<file path="src/rtl/vga_timing_gen.sv">
// VGA raster timing generator: pixel/line counters with registered sync, visible-area and start-of-line/frame flags.
// Every output is computed from the next position, so all of them describe the position presented at the same time.
module vga_timing_gen #(
  parameter int H_VISIBLE = 640,
  parameter int H_FRONT   = 16,
  parameter int H_SYNC    = 96,
  parameter int H_BACK    = 48,
  parameter int V_VISIBLE = 480,
  parameter int V_FRONT   = 10,
  parameter int V_SYNC    = 2,
  parameter int V_BACK    = 33
) (
  input  logic        vga_clk,
  input  logic        reset,
  input  logic        clk_en,
  output logic [9:0]  DrawX,
  output logic [9:0]  DrawY,
  output logic        blank,
  output logic        hs,
  output logic        vs,
  output logic        line_start,
  output logic        frame_start,
  output logic [15:0] frame_count
);

  localparam int H_TOTAL = H_VISIBLE + H_FRONT + H_SYNC + H_BACK;
  localparam int V_TOTAL = V_VISIBLE + V_FRONT + V_SYNC + V_BACK;

  localparam logic [9:0] H_LAST     = 10'(H_TOTAL - 1);
  localparam logic [9:0] V_LAST     = 10'(V_TOTAL - 1);
  localparam logic [9:0] H_VIS      = 10'(H_VISIBLE);
  localparam logic [9:0] V_VIS      = 10'(V_VISIBLE);
  localparam logic [9:0] H_SYNC_BEG = 10'(H_VISIBLE + H_FRONT);
  localparam logic [9:0] H_SYNC_END = 10'(H_VISIBLE + H_FRONT + H_SYNC);
  localparam logic [9:0] V_SYNC_BEG = 10'(V_VISIBLE + V_FRONT);
  localparam logic [9:0] V_SYNC_END = 10'(V_VISIBLE + V_FRONT + V_SYNC);

  logic [9:0]  x_q, x_d, y_q, y_d;
  logic        blank_q, blank_d, hs_q, hs_d, vs_q, vs_d;
  logic        ls_q, ls_d, fs_q, fs_d;
  logic [15:0] fc_q, fc_d;
  logic        x_wrap, y_wrap;
  logic [9:0]  x_nxt, y_nxt;

  // Sync outputs are active low inside their windows.
  function automatic logic h_sync_n(input logic [9:0] x);
    return !((x >= H_SYNC_BEG) && (x < H_SYNC_END));
  endfunction

  function automatic logic v_sync_n(input logic [9:0] y);
    return !((y >= V_SYNC_BEG) && (y < V_SYNC_END));
  endfunction

  function automatic logic visible(input logic [9:0] x, input logic [9:0] y);
    return (x < H_VIS) && (y < V_VIS);
  endfunction

  always_comb begin
    x_wrap  = (x_q == H_LAST);
    y_wrap  = x_wrap && (y_q == V_LAST);
    x_nxt   = x_wrap ? 10'd0 : x_q + 10'd1;
    y_nxt   = y_wrap ? 10'd0 : (x_wrap ? y_q + 10'd1 : y_q);

    x_d     = x_q;
    y_d     = y_q;
    blank_d = blank_q;
    hs_d    = hs_q;
    vs_d    = vs_q;
    fc_d    = fc_q;
    ls_d    = 1'b0;
    fs_d    = 1'b0;

    if (clk_en) begin
      x_d     = x_nxt;
      y_d     = y_nxt;
      blank_d = visible(x_nxt, y_nxt);
      hs_d    = h_sync_n(x_nxt);
      vs_d    = v_sync_n(y_nxt);
      ls_d    = x_wrap;
      fs_d    = y_wrap;
      fc_d    = y_wrap ? fc_q + 16'd1 : fc_q;
    end
  end

  // Reset parks on the last pixel of the frame so the first enabled edge lands on (0,0) as a new frame.
  always_ff @(posedge vga_clk) begin
    if (reset) begin
      x_q     <= H_LAST;
      y_q     <= V_LAST;
      blank_q <= 1'b0;
      hs_q    <= 1'b1;
      vs_q    <= 1'b1;
      ls_q    <= 1'b0;
      fs_q    <= 1'b0;
      fc_q    <= 16'hFFFF;
    end else begin
      x_q     <= x_d;
      y_q     <= y_d;
      blank_q <= blank_d;
      hs_q    <= hs_d;
      vs_q    <= vs_d;
      ls_q    <= ls_d;
      fs_q    <= fs_d;
      fc_q    <= fc_d;
    end
  end

  assign DrawX       = x_q;
  assign DrawY       = y_q;
  assign blank       = blank_q;
  assign hs          = hs_q;
  assign vs          = vs_q;
  assign line_start  = ls_q;
  assign frame_start = fs_q;
  assign frame_count = fc_q;

endmodule

</file>
<file path="config.mk">
export PLATFORM = sky130hd
export DESIGN_NAME = vga_timing_gen
export DESIGN_NICKNAME = d
export VERILOG_FILES = /design/src/rtl/vga_timing_gen.sv
export SDC_FILE = /design/constraint.sdc
export NUM_CORES = 1
export LEC_CHECK = 0
export ABC_CLOCK_PERIOD_IN_PS = 2100
export CAP_MARGIN = 0
export CORE_ASPECT_RATIO = 1.1
export CORE_UTILIZATION = 47
export CTS_BUF_LIST = sky130_fd_sc_hd__clkbuf_4 sky130_fd_sc_hd__clkbuf_8 sky130_fd_sc_hd__clkbuf_16
export DETAILED_ROUTE_END_ITERATION = 16
export GPL_TIMING_DRIVEN = 1
export PLACE_DENSITY = 0.82
export REMOVE_ABC_BUFFERS = 1
export SLEW_MARGIN = 15
export SYNTH_ARGS = -nofsm -noshare
export SYNTH_HDL_FRONTEND = slang
export SYNTH_SLANG_ARGS = --single-unit
</file>
<file path="constraint.sdc">
create_clock -name vga_clk -period 2.1 [get_ports vga_clk]
set_input_delay 0.63 -clock vga_clk [delete_from_list [all_inputs] [get_ports vga_clk]]
set_output_delay 0.63 -clock vga_clk [all_outputs]
set_load 0.01 [all_outputs]
</file>
Word level (Yosys, flattened, before mapping)
Index checks and enable logic that the tools add are counted.

Flip-flop bits (word level): 41. Output and inout port bits: 41. Word-level logic and storage cells: 31.

Add/sub/neg operators: 3. $lt $le $gt $ge: 6. Eq/ne operators: 2. Muxes and demuxes: 3. Bitwise operators: 1. Reductions and logical operators: 8.

Operator list (number): 10-bit two-way mux (3); 10-bit by 1-bit adder with 10-bit output (second input constant) (2); 10-bit equality test (second input constant) (2); 10-bit less-than comparator (second input constant) (2); 10-bit by 9-bit less-than comparator with 1-bit output (second input constant) (2); 16-bit by 1-bit adder with 16-bit output (second input constant) (1); 10-bit greater-or-equal comparator (second input constant) (1); 10-bit by 9-bit greater-or-equal comparator with 1-bit output (second input constant) (1); 1-bit logical AND (4); 1-bit logical NOT (2); 2-bit AND reduction (1); 2-bit OR reduction (1); 1-bit inverter (1).

Logic depth before layout (Yosys ltp)
Gate-level depths: netlist of the first run.

Word-level depth: 6. Depth in mapped cells: 8. Mapped depth without buffers: 7.

Worst setup path before layout of the first run
OpenSTA, ideal clock, no wires.

Path kind: register to register. From: register x_q[0], in the netlist DrawX[0]. To: register vs_q, in the netlist vs. Arrival time: 2.214 ns. Required time: 1.975 ns. Setup slack: -0.239 ns. Stages on the path, launching flop included: 8. Buffers on the path: 1. Path through: dfxtp_1 -> ha_1 -> and4_1 -> buf_2 -> nand3_2 -> or3_1 -> a221o_1 -> o41a_1.

Longest elaborated chain between the ends: 6. Elaborated cells between the ends (all ways): 8. Classes of those cells: order compare (2); eq/ne (1); mux (2); reduce/logical (3).

RTL lines: from (decl) (line 38) `logic [9:0] x_q, x_d, y_q, y_d;`; from (signal assigned) (line 88) `x_q <= H_LAST;`; from (signal assigned) (line 97) `x_q <= x_d;`; 10-bit equality test * (line 59) `x_wrap = (x_q == H_LAST);`; 10-bit two-way mux or 1-bit logical AND (tied branches) (line 62, 60); 10-bit two-way mux * (line 62) `y_nxt = y_wrap ? 10'd0 : (x_wrap ? y_q + 10'd1 : y_q);`; 10-bit by 9-bit greater-or-equal comparator with 1-bit output or 10-bit by 9-bit less-than comparator with 1-bit output (tied branches) (line 51) `return !((y >= V_SYNC_BEG) && (y < V_SYNC_END));`; 1-bit logical AND * (line 51); 1-bit logical NOT * (line 51); to (signal assigned) (line 101) `vs_q <= vs_d;`; to (decl) (line 39) `logic blank_q, blank_d, hs_q, hs_d, vs_q, vs_d;`.

Mark *: on every way between the ends. The rest lies on a longest branch, timed or not. A chain may end at the register's enable or synchronous reset.

Worst setup path in the final report of the first run
From: register y_q[0], in the netlist DrawY[0]. To: register vs_q, in the netlist vs.

Longest elaborated chain between the ends: 6. Elaborated cells between the ends (all ways): 9. Classes of those cells: add/sub (1); order compare (2); eq/ne (1); mux (2); reduce/logical (3).

RTL lines: from (decl) (line 38); from (signal assigned) (line 98) `y_q <= y_d;`; 10-bit by 1-bit adder with 10-bit output or 10-bit equality test (tied branches) (line 62, 60); 10-bit two-way mux or 1-bit logical AND (tied branches) (line 62, 60); 10-bit two-way mux * (line 62); 10-bit by 9-bit greater-or-equal comparator with 1-bit output or 10-bit by 9-bit less-than comparator with 1-bit output (tied branches) (line 51); 1-bit logical AND * (line 51); 1-bit logical NOT * (line 51).

Marked as above.

==> impl_results.md, run 1 <==
* Status: complete, no violations
* Power Density at 818 mW/mm^2
* Post-route clock period utilization at 97.5%
* Startpoint Class: flip-flop
* Hold buffer count at cts at 0
* Crit. End Element: flip-flop
* Mapped Area at 0.00226 sq mm
* Clk slew on worst S/H paths at 80 ps
* Fin nets at 353
* Setup WS pre-CTS at -351 ps
* Relative slew slack at 74.7%
* Peak fanout along the critical path at 7
* GRT Util Overall at 25.4%
* Number of hold violations in the final report at 0
* Reg2reg start: DrawY[0]$_SDFFE_PP0P_
* Hold Crit Start: blank$_SDFFE_PP0P_
* Slew at the pin closest to its max-slew limit at 378 ps
* Ant. Diodes at 0
* Pin count of the biggest net entering global routing at 19
* Min Tclk post-route at 2050 ps
* Clk sinks at 41
* Top cells by area, synth: dfxtp_1 36%, nand2_1 5.8%, xnor2_1 5.8%, nand4_1 3.9%, xor2_1 3.1%
* CTS tree: done
* Initial DRT Pass Iterations at 4
* Vias at 2362
* Commonest cells after routing, fill and taps aside: 43 x buf_4, 42 x clkdlybuf4s50_1, 35 x nand2_1
* F_max at 489 MHz
* Layout area overhead at 40.5%
* I/O pin count at 44
* Clk_lat worst skew at 300 ps
* Max-Cap Viols at 0
* RSZ-0062 raised after global routing: yes
* Async set-or-reset flop fraction in the synthesized netlist at 0%
* Met2 Use GR at 42.3%
* Post-synth EDFFs at 0
* IO buf count at 43
* Die X at 68.1 um
* Util after Layout at 68.7%
* Final Max Slew Viols at 0
* Rows at 26
* Commonest non-fill, non-tap cell in the layout: buf_4
* Post-DR wirelength/cell at 15.3 um
* Core Region at 0.00462 sq mm
* Sequential area share after synthesis at 36.3%
* Crit path DAT at 2230 ps
* DR iter-0 viols at 177
* Final setup fails at 0
* Final HPWL DP at 4370 um
* Hold depth at 1
* Critical Path Source: DrawY[0]$_SDFFE_PP0P_
* Worst Hold Class: reg -> reg
* Most Crowded Layer GR: met2
* WP data required at 2290 ps
* Reg2Reg Setup Slack at 50 ps
* Most common flop cell mapped by yosys: dfxtp_1
* Leak at 1.25 nW
* Clock skew at 6.74 ps
* Setup_tns at 0 ps
* Met3 Use GR at 5.15%
* GRT overflow at 0
* Grt met1 use at 32.1%
* Chip height at 74.7 um
* Initial Utilization at 48.9%
* DRC Markers at 0
* Number of H-tree levels at 2
* Final RePlAce weighted congestion at 0.892
* Final worst slack at 53.4 ps
* Die ar. at 0.00509 sq mm
* Vias per cell at 5.86
* Area fraction of the dominant cell type after synthesis at 36.3%
* Post-synth cell types at 52
* Synth Register Bits at 41
* Yosys top cell by area: dfxtp_1
* Longest Clk Path Bufs at 2
* Vias in the first global route at 2091
* Cts bufs inserted at 5
* Initial antenna violation count at 0
* Yosys Warn Count at 0
* VDD IR max at 0.437 mV
* Clock Tree Root: clkbuf_8
* Synth Instances at 273
* Reg-to-Reg End: vs$_SDFFE_PP1P_
* Worst Reg-to-Reg Cells at 7
* First-pass GRT wire length at 9780 um
* Routed Antenna Nets at 0
* Setup CP Type: reg -> reg
* Critical Path Sink: vs$_SDFFE_PP1P_
* Post-Route WL at 6150 um
* Syn avg cell area at 8.28 sq um
* Overall power at 2.60 mW
* Layout cells sized above 1 at 22.8%
[kinds of logic after synthesis]
family	count (synthesis)	share of synthesized area, %
AO/OA/AOI/OAI	50	14.8
XOR/XNOR	23	8.92
multiplexers	3	1.33
adder cells (fa/ha/maj)	4	2.21
AND/OR/NAND/NOR	123	30.7
flip-flops	41	36.3
buffers and inverters	29	5.65
[power by group]
part | internal [mW] | switching, mW | total (mW)
Combinational | 0.534 | 0.569 | 1.10
Sequential | 0.867 | 0.0991 | 0.966
Clock | 0.236 | 0.294 | 0.530
[per-stage QoR]
| step | cells | cell area, sq um | hold slack, ps |
|---|---|---|---|
| floorplan | 253 | 2170 | 510 |
| global placement | 393 | 2970 | 472 |
| detailed placement | 393 | 2970 | 486 |
| CTS | 401 | 3070 | 505 |
| global route | 403 | 3180 | 526 |
| finish | 403 | 3180 | 492 |
[worst max-delay path, stage by stage (launching register included)]
cell	delay [ps]
dfxtp_2	340
buf_4	140
ha_2	200
nand4_1	150
nor3_2	170
o2111ai_1	120
a221o_1	390
o41a_1	420
[layer usage]
metal / up-vias / routed length, um
li1: 1134 / -
met1: 1131 / 2600
met2: 87 / 3130
met3: 10 / 327
met4: 0 / 97
met5: - / 0
[final cells by class]
cell class / count / area [sq um]
clock buffer: 5 / 68.8
timing repair buffer: 86 / 752
inverter: 9 / 33.8
clock inverter: 3 / 22.5
multi-input combinational: 203 / 1400
fill: 380 / 1440
tap: 56 / 70.1
sequential: 41 / 830
[synth_stat cells, types with 3 or more instances]
| master | number |
|---|---|
| a21oi_1 | 13 |
| and2_1 | 3 |
| and3_1 | 6 |
| and4_1 | 3 |
| buf_2 | 3 |
| clkbuf_1 | 15 |
| dfxtp_1 | 41 |
| ha_1 | 4 |
| inv_1 | 9 |
| mux2i_1 | 3 |
| nand2_1 | 35 |
| nand3_1 | 10 |
| nand4_1 | 14 |
| nor2_1 | 15 |
| nor3_1 | 10 |
| nor4_1 | 8 |
| o2111ai_1 | 3 |
| o21ai_0 | 12 |
| o31ai_1 | 3 |
| or3_1 | 3 |
| xnor2_1 | 15 |
| xor2_1 | 8 |
[what timing repair did]
item / 4_1_cts / 5_1_grt
resized for setup: 6 / 22
hold endpoints to repair: 0 / 0
pin swaps: 1 / 8
setup endpoints to repair: 3 / 11
setup buffers: 0 / 2
[how the worst min path moves through the flow]
stage,to,slack [ps]
after floorplan,blank$_SDFFE_PP0P_,510
after global placement,blank$_SDFFE_PP0P_,470
after detailed placement,hs$_SDFFE_PP1P_,490
after CTS,blank$_SDFFE_PP0P_,510
after global routing,blank$_SDFFE_PP0P_,530
final,blank$_SDFFE_PP0P_,490
[sequential cells by signal (all words and copies together) (netlist names)]
signal	cells
DrawY	10
vs	1
frame_count	16
line_start	1
blank	1
hs	1
DrawX	10
frame_start	1
No activity file was read; power rests on OpenSTA's default activity.
==> inputs of run 2 (changes only) <==
- SLEW_MARGIN: 15 -> unset
==> results of run 2 <==
Final layout, timing and power as in run 1 (identical DEF).
==> inputs of run 3 (changes only) <==
- ABC_CLOCK_PERIOD_IN_PS: 2100 -> unset
==> results of run 3 <==
Final layout, timing and power as in run 1 (identical DEF).
